## config.mk

```make
export PLATFORM = sky130hd
export DESIGN_NAME = axi_fifo_slice
export DESIGN_NICKNAME = d
export VERILOG_FILES = /design/src/rtl/axi_fifo_slice.sv
export SDC_FILE = /design/constraint.sdc
export NUM_CORES = 1
export LEC_CHECK = 0
export ABC_AREA = 1
export CORE_ASPECT_RATIO = 1.2
export CORE_MARGIN = 5
export CORE_UTILIZATION = 46
export CTS_BUF_LIST = sky130_fd_sc_hd__clkbuf_8
export CTS_CLUSTER_DIAMETER = 50
export DETAILED_ROUTE_END_ITERATION = 7
export DONT_BUFFER_PORTS = 1
export GPL_ROUTABILITY_DRIVEN = 0
export MAX_ROUTING_LAYER = met4
export PLACE_DENSITY = 0.6
export SLEW_MARGIN = 20
export SYNTH_ARGS = -nofsm -noshare
export SYNTH_HDL_FRONTEND = slang
export SYNTH_SLANG_ARGS = --single-unit
export TNS_END_PERCENT = 20
```

## constraint.sdc

```tcl
create_clock -name clk -period 8.9 [get_ports clk]
set_input_delay 1.335 -clock clk [delete_from_list [all_inputs] [get_ports clk]]
set_output_delay 1.335 -clock clk [all_outputs]
set_load 0.05 [all_outputs]
```

## src/rtl/axi_fifo_slice.sv

```systemverilog
// axi_fifo_slice: AXI4 buffering slice with per-channel FIFOs and outstanding-transaction throttling
// Ports: s_* face the upstream master (AR/AW/W in, R/B out), m_* face the downstream slave
// (AR/AW/W out, R/B in); rd_outstanding/wr_outstanding count in-flight transactions and idle
// reports all FIFOs empty with both counters at zero.
module axi_fifo_slice_fifo #(
  parameter int W = 8,
  parameter int D = 2
) (
  input  logic         clk,
  input  logic         rst,
  input  logic         in_valid,
  output logic         in_ready,
  input  logic [W-1:0] in_data,
  output logic         out_valid,
  input  logic         out_ready,
  output logic [W-1:0] out_data,
  output logic         empty
);
  localparam int A = $clog2(D);
  logic [A:0] wptr_q, wptr_d, rptr_q, rptr_d;
  logic [W-1:0] mem_q [D];
  logic full, push, pop;
  // The extra MSB is the wrap bit: equal indices with differing wrap bits means full.
  assign full      = (wptr_q[A] != rptr_q[A]) && (wptr_q[A-1:0] == rptr_q[A-1:0]);
  assign empty     = wptr_q == rptr_q;
  assign in_ready  = !full && !rst;
  assign out_valid = !empty;
  assign out_data  = mem_q[rptr_q[A-1:0]];
  assign push      = in_valid && in_ready;
  assign pop       = out_valid && out_ready;
  always_comb begin
    wptr_d = push ? wptr_q + (A+1)'(1) : wptr_q;
    rptr_d = pop ? rptr_q + (A+1)'(1) : rptr_q;
  end
  always_ff @(posedge clk) begin
    if (rst) begin
      wptr_q <= '0;
      rptr_q <= '0;
    end else begin
      wptr_q <= wptr_d;
      rptr_q <= rptr_d;
    end
  end
  always_ff @(posedge clk) if (push) mem_q[wptr_q[A-1:0]] <= in_data;
endmodule

module axi_fifo_slice #(
  parameter int ID_WIDTH   = 4,
  parameter int ADDR_WIDTH = 32,
  parameter int DATA_WIDTH = 64,
  parameter int USER_WIDTH = 1,
  parameter int AR_DEPTH   = 2,
  parameter int AW_DEPTH   = 2,
  parameter int B_DEPTH    = 2,
  parameter int W_DEPTH    = 4,
  parameter int R_DEPTH    = 4,
  parameter int MAX_RD     = 8,
  parameter int MAX_WR     = 8,
  localparam int AXW = ID_WIDTH + ADDR_WIDTH + 30 + USER_WIDTH,
  localparam int WW  = DATA_WIDTH + DATA_WIDTH/8 + 1 + USER_WIDTH,
  localparam int RW  = ID_WIDTH + DATA_WIDTH + 3 + USER_WIDTH,
  localparam int BW  = ID_WIDTH + 2 + USER_WIDTH,
  localparam int RCW = $clog2(MAX_RD+1),
  localparam int WCW = $clog2(MAX_WR+1)
) (
  input  logic           clk,
  input  logic           rst,
  input  logic           s_ar_valid,
  output logic           s_ar_ready,
  input  logic [AXW-1:0] s_ar_payload,
  input  logic           s_aw_valid,
  output logic           s_aw_ready,
  input  logic [AXW-1:0] s_aw_payload,
  input  logic           s_w_valid,
  output logic           s_w_ready,
  input  logic [WW-1:0]  s_w_payload,
  output logic           s_r_valid,
  input  logic           s_r_ready,
  output logic [RW-1:0]  s_r_payload,
  output logic           s_b_valid,
  input  logic           s_b_ready,
  output logic [BW-1:0]  s_b_payload,
  output logic           m_ar_valid,
  input  logic           m_ar_ready,
  output logic [AXW-1:0] m_ar_payload,
  output logic           m_aw_valid,
  input  logic           m_aw_ready,
  output logic [AXW-1:0] m_aw_payload,
  output logic           m_w_valid,
  input  logic           m_w_ready,
  output logic [WW-1:0]  m_w_payload,
  input  logic           m_r_valid,
  output logic           m_r_ready,
  input  logic [RW-1:0]  m_r_payload,
  input  logic           m_b_valid,
  output logic           m_b_ready,
  input  logic [BW-1:0]  m_b_payload,
  output logic [RCW-1:0] rd_outstanding,
  output logic [WCW-1:0] wr_outstanding,
  output logic           idle
);
  logic ar_ov, aw_ov, ar_e, aw_e, w_e, r_e, b_e;
  logic rd_full, wr_full, rd_inc, rd_dec, wr_inc, wr_dec;
  logic [RCW-1:0] rd_q, rd_d;
  logic [WCW-1:0] wr_q, wr_d;
  assign rd_full    = rd_q == RCW'(MAX_RD);
  assign wr_full    = wr_q == WCW'(MAX_WR);
  assign m_ar_valid = ar_ov && !rd_full;
  assign m_aw_valid = aw_ov && !wr_full;
  assign rd_inc     = m_ar_valid && m_ar_ready;
  // The last bit sits just above the user field in the R payload.
  assign rd_dec     = s_r_valid && s_r_ready && s_r_payload[USER_WIDTH];
  assign wr_inc     = m_aw_valid && m_aw_ready;
  assign wr_dec     = s_b_valid && s_b_ready;
  axi_fifo_slice_fifo #(.W(AXW), .D(AR_DEPTH)) u_ar (
    .clk(clk), .rst(rst), .in_valid(s_ar_valid), .in_ready(s_ar_ready), .in_data(s_ar_payload),
    .out_valid(ar_ov), .out_ready(m_ar_ready && !rd_full), .out_data(m_ar_payload), .empty(ar_e));
  axi_fifo_slice_fifo #(.W(AXW), .D(AW_DEPTH)) u_aw (
    .clk(clk), .rst(rst), .in_valid(s_aw_valid), .in_ready(s_aw_ready), .in_data(s_aw_payload),
    .out_valid(aw_ov), .out_ready(m_aw_ready && !wr_full), .out_data(m_aw_payload), .empty(aw_e));
  axi_fifo_slice_fifo #(.W(WW), .D(W_DEPTH)) u_w (
    .clk(clk), .rst(rst), .in_valid(s_w_valid), .in_ready(s_w_ready), .in_data(s_w_payload),
    .out_valid(m_w_valid), .out_ready(m_w_ready), .out_data(m_w_payload), .empty(w_e));
  axi_fifo_slice_fifo #(.W(RW), .D(R_DEPTH)) u_r (
    .clk(clk), .rst(rst), .in_valid(m_r_valid), .in_ready(m_r_ready), .in_data(m_r_payload),
    .out_valid(s_r_valid), .out_ready(s_r_ready), .out_data(s_r_payload), .empty(r_e));
  axi_fifo_slice_fifo #(.W(BW), .D(B_DEPTH)) u_b (
    .clk(clk), .rst(rst), .in_valid(m_b_valid), .in_ready(m_b_ready), .in_data(m_b_payload),
    .out_valid(s_b_valid), .out_ready(s_b_ready), .out_data(s_b_payload), .empty(b_e));
  // A completion with nothing outstanding is ignored rather than wrapping the counter.
  always_comb begin
    rd_d = (rd_inc && !rd_dec) ? rd_q + RCW'(1) : (rd_dec && !rd_inc && rd_q != '0) ? rd_q - RCW'(1) : rd_q;
    wr_d = (wr_inc && !wr_dec) ? wr_q + WCW'(1) : (wr_dec && !wr_inc && wr_q != '0) ? wr_q - WCW'(1) : wr_q;
  end
  always_ff @(posedge clk) begin
    if (rst) begin
      rd_q <= '0;
      wr_q <= '0;
    end else begin
      rd_q <= rd_d;
      wr_q <= wr_d;
    end
  end
  assign rd_outstanding = rd_q;
  assign wr_outstanding = wr_q;
  assign idle = ar_e && aw_e && w_e && r_e && b_e && rd_q == '0 && wr_q == '0;
  a_rd_underflow: assert property (@(posedge clk) disable iff (rst) !(rd_dec && !rd_inc && rd_q == '0));
  a_wr_underflow: assert property (@(posedge clk) disable iff (rst) !(wr_dec && !wr_inc && wr_q == '0));
endmodule

```

==> run metrics, run 1 <==
Num CTS Buffers 143; Final Cycle Share 59.0%; CP endpoint kind output port; CORE AREA 0.0726 mm2; Die ar. 0.0789 mm2; placed instance count 3046; CP max-delay cell o22ai_1; DIE HEIGHT 307 um; top cells by area, synth edfxtp_1 (77%), mux2_2 (4.7%), o21ai_0 (4.6%); Post-Syn Instances 2150; max cap viols 0; Avg WL per Cell 24.2 um; site row count 108; CTS sink count 905; vias in the first global route 18200; Period minus WS final 5.25 ns; Max Root-Sink Buffers 3; Warnings, synthesis 0; Cell Area, Synth 0.0337 mm2; Worst-path clk slew 0.06 ns; reg2reg setup slack 5.39 ns; die width 257 um; Yosys cell types 45; starting density of the core 46.5%; via/cell ratio 5.51; Startpoint Class flop; top-count cell post-synth edfxtp_1; DRC errors left 0; Pre-antenna DRT Iters 6; Leak 12.5 nW; via count 18200; initial antenna violation count 2; cells on worst reg2reg path 9; Layout Cells excl Fill 3305; Setup Viol. Count Final 0; CTS Root Cell clkbuf_8; main flop type after synthesis edfxtp_1; Synth area leader edfxtp_1; reg-to-reg endpoint u_r.mem_q[1][8]; post-DP HPWL 50200 um; Seq/Total Area, Yosys 79.4%; CP max stage delay 0.96 ns; syn avg cell area 15.7 um2; hold path depth 1; Layout area overhead 12.1%; Pwr Density 273 mW/mm2; post-cts gate resize count 0; Yosys top cell area share 77.1%; Slew Viols, Final 0; Hold Path Sink u_w.wptr_q[2]; synthesized net count 2465; Worst Path Arrival 3.92 ns; final setup TNS 0 ns; Commonest cells post-synth edfxtp_1 (866), nor2_1 (323), o21ai_0 (308); chain of cells forming the critical path clkinv_2 > buf_4 > o21ai_0 > o22ai_1; worst-skew pair later-pin latency 0.78 ns; Worst EP required 7.57 ns; Antenna Violating Nets Remaining 0; critical path fanouts, max 104; launch point of the worst hold path u_w.wptr_q[2]; final net count 2571; worst hold path class reg2reg; Placed Area 0.0352 mm2; number of flops mapped to enable cells by yosys 866; total track usage 20.0%; RSZ-0062 raised after global routing no; total power 10.3 mW; WL final 80100 um; worst reg2reg path startpoint u_r.wptr_q[1]; crit path kind reg2out; IO Pins 605; synthesized flop and latch total 905; VDD IR-drop max 0.174 mV; actual slew at the worst max-slew pin 1.22 ns; CTS H-tree depth 4; post-route cell area 0.0378 mm2; status finished, final reports clean; layout cell share with drive strength beyond 1 19.3%; Achievable Freq 190 MHz; Final Hold Vio Count 0; Clock Skews 0.0382 ns; largest net degree at the start of global routing 105; Congestion Overflow GR 0; post-CTS setup buffers 0; TritonCTS clock tree done; count of input and output buffers 0; global-route wire length before repair 116000 um; Hold-fix buffers, CTS 0; ys async rst share 0%; # fillers 5856; DRT iter0 DRCs 1354; Slew HR 20.0%
[power by group]
| group | leakage, nW | internal [mW] | switching (mW) | total [mW] |
|---|---|---|---|---|
| registers | 8.21 | 4.83 | 0.121 | 4.95 |
| clock network | 1.50 | 1.66 | 1.55 | 3.21 |
| logic | 2.83 | 0.414 | 1.76 | 2.17 |
[critical path: cells and delay by family (launching register included)]
family / cells / cell delay [ns]
compound gates: 2 / 1.13
buf+inv: 2 / 1.35
flops: 1 / 0.51
[layout make-up]
cell class              count  area, um2  share of cell area (%)
diodes                      2       5.00                  0.0132
clock buffers             148       2040                    5.39
clock inverters           109        587                    1.55
inverters                  57        219                   0.579
multi-input cells        1075       6450                    17.1
flip-flops and latches    905      26800                    70.8
well taps                 935       1170                    3.09
repair buffers             74        556                    1.47
[logic make-up after synthesis]
logic type | count (synthesis) | share of synthesized area [%]
flip-flops | 905 | 79.4
AO/OA/AOI/OAI | 497 | 7.98
AND/OR/NAND/NOR | 412 | 4.96
buffers and inverters | 170 | 2.08
multiplexers | 141 | 4.71
adder cells (fa/ha/maj) | 16 | 0.638
XOR/XNOR | 9 | 0.256
[worst max path at each step]
stage / from / to / slack [ns] / cells past startpoint
6_report: flop / m_w_payload[73] / 3.65 / 4
2_1_floorplan: rst / u_ar.mem_q[0][0] / 3.06 / 4
4_1_cts: flop / m_w_payload[45] / 3.54 / 4
5_1_grt: flop / m_w_payload[32] / 3.35 / 4
3_3_place_gp: rst / u_r.mem_q[3][4] / 4.24 / 6
3_5_place_dp: rst / u_r.mem_q[3][4] / 4.21 / 6
[placed cells by master (no fill, tap or decap), drive strengths merged, types with 7 or more instances in the layout]
cell type	n
buf	74
a21oi	32
o21ai	315
clkinv	49
nand2	61
xnor2	7
ha	14
nand3	14
clkbuf	148
dfxtp	39
mux2	141
o22ai	145
edfxtp	866
nor2	326
inv	109
[stage by stage]
| step | setup slack, ns | hold WS (ns) | util (%) |
|---|---|---|---|
| floorplan | 3.06 | 0.446 | - |
| global placement | 4.24 | 0.457 | 48.3 |
| detailed placement | 4.21 | 0.461 | 48.4 |
| CTS | 3.54 | 0.476 | 52.1 |
| global route | 3.35 | 0.479 | 52.1 |
| finish | 3.65 | 0.471 | 52.1 |
[flip-flops by register name, indices dropped and copies added (netlist names), 4 cells and up, named ones only]
signal / count
u_aw.mem_q: 134
u_b.mem_q: 14
wr_outstanding: 4
u_w.mem_q: 296
u_ar.mem_q: 134
rd_outstanding: 4
u_r.mem_q: 288
[routing by layer]
metal / track usage, % / vias up / wire (um)
met5: - / - / 0
met4: 6.94 / 0 / 2180
met3: 10.0 / 119 / 9360
met2: 33.3 / 702 / 40700
met1: 20.7 / 9050 / 27900
li1: - / 8330 / -
(Power assumes the default switching activity.)
==> run 2: changes to the inputs <==
--- a/config.mk
+++ b/config.mk
@@ -5,7 +5,7 @@
 export SDC_FILE = /design/constraint.sdc
 export NUM_CORES = 1
 export LEC_CHECK = 0
-export ABC_AREA = 1
+export ABC_AREA = 0
 export CORE_ASPECT_RATIO = 1.2
 export CORE_MARGIN = 5
 export CORE_UTILIZATION = 46
==> constraint.sdc (replaced) <==
create_clock -name clk -period 5.37 [get_ports clk]
set_input_delay 0.8055 -clock clk [delete_from_list [all_inputs] [get_ports clk]]
set_output_delay 0.8055 -clock clk [all_outputs]
set_load 0.05 [all_outputs]
==> run metrics, run 2 <==
VDD IR-drop max 0.301 mV (+73%); final net count 1865 (-27%); multi-input logic area 0.00618 mm2 (-4.2%); worst hold path class in2reg; crit path kind reg2out; CTS H-tree depth 4 (unchanged); Commonest cells post-synth edfxtp_1 (866), mux4_2 (146), mux2_2 (142); site row count 108 (unchanged); post-DP HPWL 48800 um (-2.8%); vias in the first global route 15200 (-16%); worst-skew pair later-pin latency 0.77 ns (about the same); met3 usage 10.2% (+0.19 points); register area 0.0268 mm2 (about the same); RSZ-0062 raised after global routing no; post-CTS setup buffers 0 (unchanged); die width 255 um (-0.80%); Max Root-Sink Buffers 3 (unchanged); TritonCTS clock tree done; Warnings, synthesis 0 (unchanged); DIE HEIGHT 304 um (-0.81%); initial antenna violation count 2 (unchanged); DRC errors left 0 (unchanged); Antenna Violating Nets Remaining 0 (unchanged); DRT iter0 DRCs 882 (-35%); main flop type after synthesis edfxtp_1; global-route wire length before repair 104000 um (-10%); hold path depth 0 (-1); commonest non-fill, non-tap cell in the layout edfxtp_1; final setup TNS 0 ns (unchanged); CTS sink count 905 (unchanged); layout cell share with drive strength beyond 1 30.8% (+12 points); critical path fanouts, max 45 (-57%); Setup Viol. Count Final 0 (unchanged); fin util 51.3% (-0.82 points); Leak 11.7 nW (-7.0%); Congestion Overflow GR 0 (unchanged); Clock Skews 0.0257 ns (-0.0125 ns); CTS Root Cell clkbuf_8; Die ar. 0.0776 mm2 (-1.6%); Achievable Freq 254 MHz; cells on worst reg2reg path 9 (unchanged); top-count cell post-synth edfxtp_1; CORE AREA 0.0719 mm2 (-0.93%); Slew HR 25.3% (+5.3 points); count of input and output buffers 0 (unchanged); Seq/Total Area, Yosys 80.7% (+1.3 points); syn avg cell area 23.2 um2 (+48%); Worst-path clk slew 0.07 ns (about the same); # fillers 5673 (-3.1%); max cap viols 0 (unchanged); WHS 0.129 ns (-0.342 ns); reg2reg setup slack 1.97 ns (-3.42 ns); WL final 72500 um (-9.5%); Cell Area, Synth 0.0332 mm2 (-1.7%); Worst EP required 4.56 ns (-3.01 ns); synthesized flop and latch total 905 (unchanged); IO Pins 605 (unchanged); max reg flops 296 (unchanged); Post-Syn Instances 1431 (-33%); Yosys top cell area share 78.4% (+1.3 points); Period minus WS final 3.94 ns; CP endpoint kind output port; starting density of the core 46.2% (-0.34 points); largest net degree at the start of global routing 68 (-35%); number of flops mapped to enable cells by yosys 866 (unchanged); Yosys cell types 46 (+2.2%); Worst Path Arrival 3.13 ns (-0.79 ns); via/cell ratio 5.46 (-0.84%); grt peak-use layer met2; Avg WL per Cell 27.9 um (+15%); actual slew at the worst max-slew pin 1.12 ns (-0.0975 ns); via count 14200 (-22%); Hold-fix buffers, CTS 0 (unchanged); most frequent cells in the layout edfxtp_1 (866), clkbuf_8 (147), mux4_2 (146); top cells by area, synth edfxtp_1 (78%), mux4_2 (9.9%), mux2_2 (4.8%); Slew Viols, Final 0 (unchanged); Startpoint Class flop; status finished, final reports clean; grt met1 use 19.9% (-0.86 points); Num CTS Buffers 141 (-1.4%); Final Cycle Share 73.3%; Synth area leader edfxtp_1; Pre-antenna DRT Iters 5 (-1); Pwr Density 459 mW/mm2 (+68%); total track usage 18.8% (-1.2 points); synthesized net count 1746 (-29%); grt met2 use 30.4% (-2.8 points); Layout area overhead 11.2%; post-cts gate resize count 0 (unchanged); ys async rst share 0% (unchanged); Final Hold Vio Count 0 (unchanged)
-- run 2: cells by family (layout without fill, tap and decap cells) --
| logic type | after synthesis | after routing | share of synthesized area (%) |
|---|---|---|---|
| compound gates | 28 | 28 | 0.664 |
| xor+xnor | 39 | 39 | 1.03 |
| fa+ha+maj | 16 | 16 | 0.649 |
| buf+inv | 62 | 290 | 0.781 |
| flops | 905 | 905 | 80.7 |
| mux | 293 | 293 | 14.9 |
| other cells | 0 | 2 | 0 |
| simple gates | 88 | 88 | 1.27 |
-- run 2: metrics by stage --
step,instances,power (mW),worst slack [ns],instance area [um2]
floorplan,1431,11.5,0.0313,33200
global placement,2342,12.0,1.97,34400
CTS,2594,17.1,1.20,36900
global route,2596,17.6,1.07,36900
finish,2596,16.9,1.43,36900
detailed placement,2342,12.0,1.96,34400
-- run 2: worst paths after layout --
path,startpoint,endpoint
max,flop,s_r_payload[61]
min,s_aw_payload[54],u_aw.mem_q[0][54]
max reg2reg,flop,rd_outstanding[3]
min reg2reg,u_w.rptr_q[1],flop
-- run 2: area by class of cell --
| type | instances | share of cell area, % |
|---|---|---|
| diodes | 2 | 0.0136 |
| clock buffers | 147 | 5.49 |
| clock inverters | 105 | 1.23 |
| inverters | 9 | 0.0916 |
| multi-input cells | 464 | 16.8 |
| flip-flops and latches | 905 | 72.7 |
| well taps | 935 | 3.17 |
| repair buffers | 29 | 0.590 |
-- run 2: metal layers --
| metal | routed length [um] | share of wire (%) | vias up |
|---|---|---|---|
| met5 | 0 | 0 | - |
| met4 | 1470 | 2.0 | 0 |
| met3 | 8820 | 12 | 106 |
| met2 | 37600 | 52 | 535 |
| met1 | 24600 | 34 | 7389 |
| li1 | - | - | 6147 |
-- run 2: critical path, stage by stage (launching register included) --
cell	delay, ns
dfxtp_4	0.71
buf_4	0.81
mux4_2	0.79
-- run 2: where the power goes --
part	switching [mW]	internal, mW
Combinational	2.57	0.878
Clock	2.52	2.54
Sequential	0.371	8.03
Total	5.47	11.4
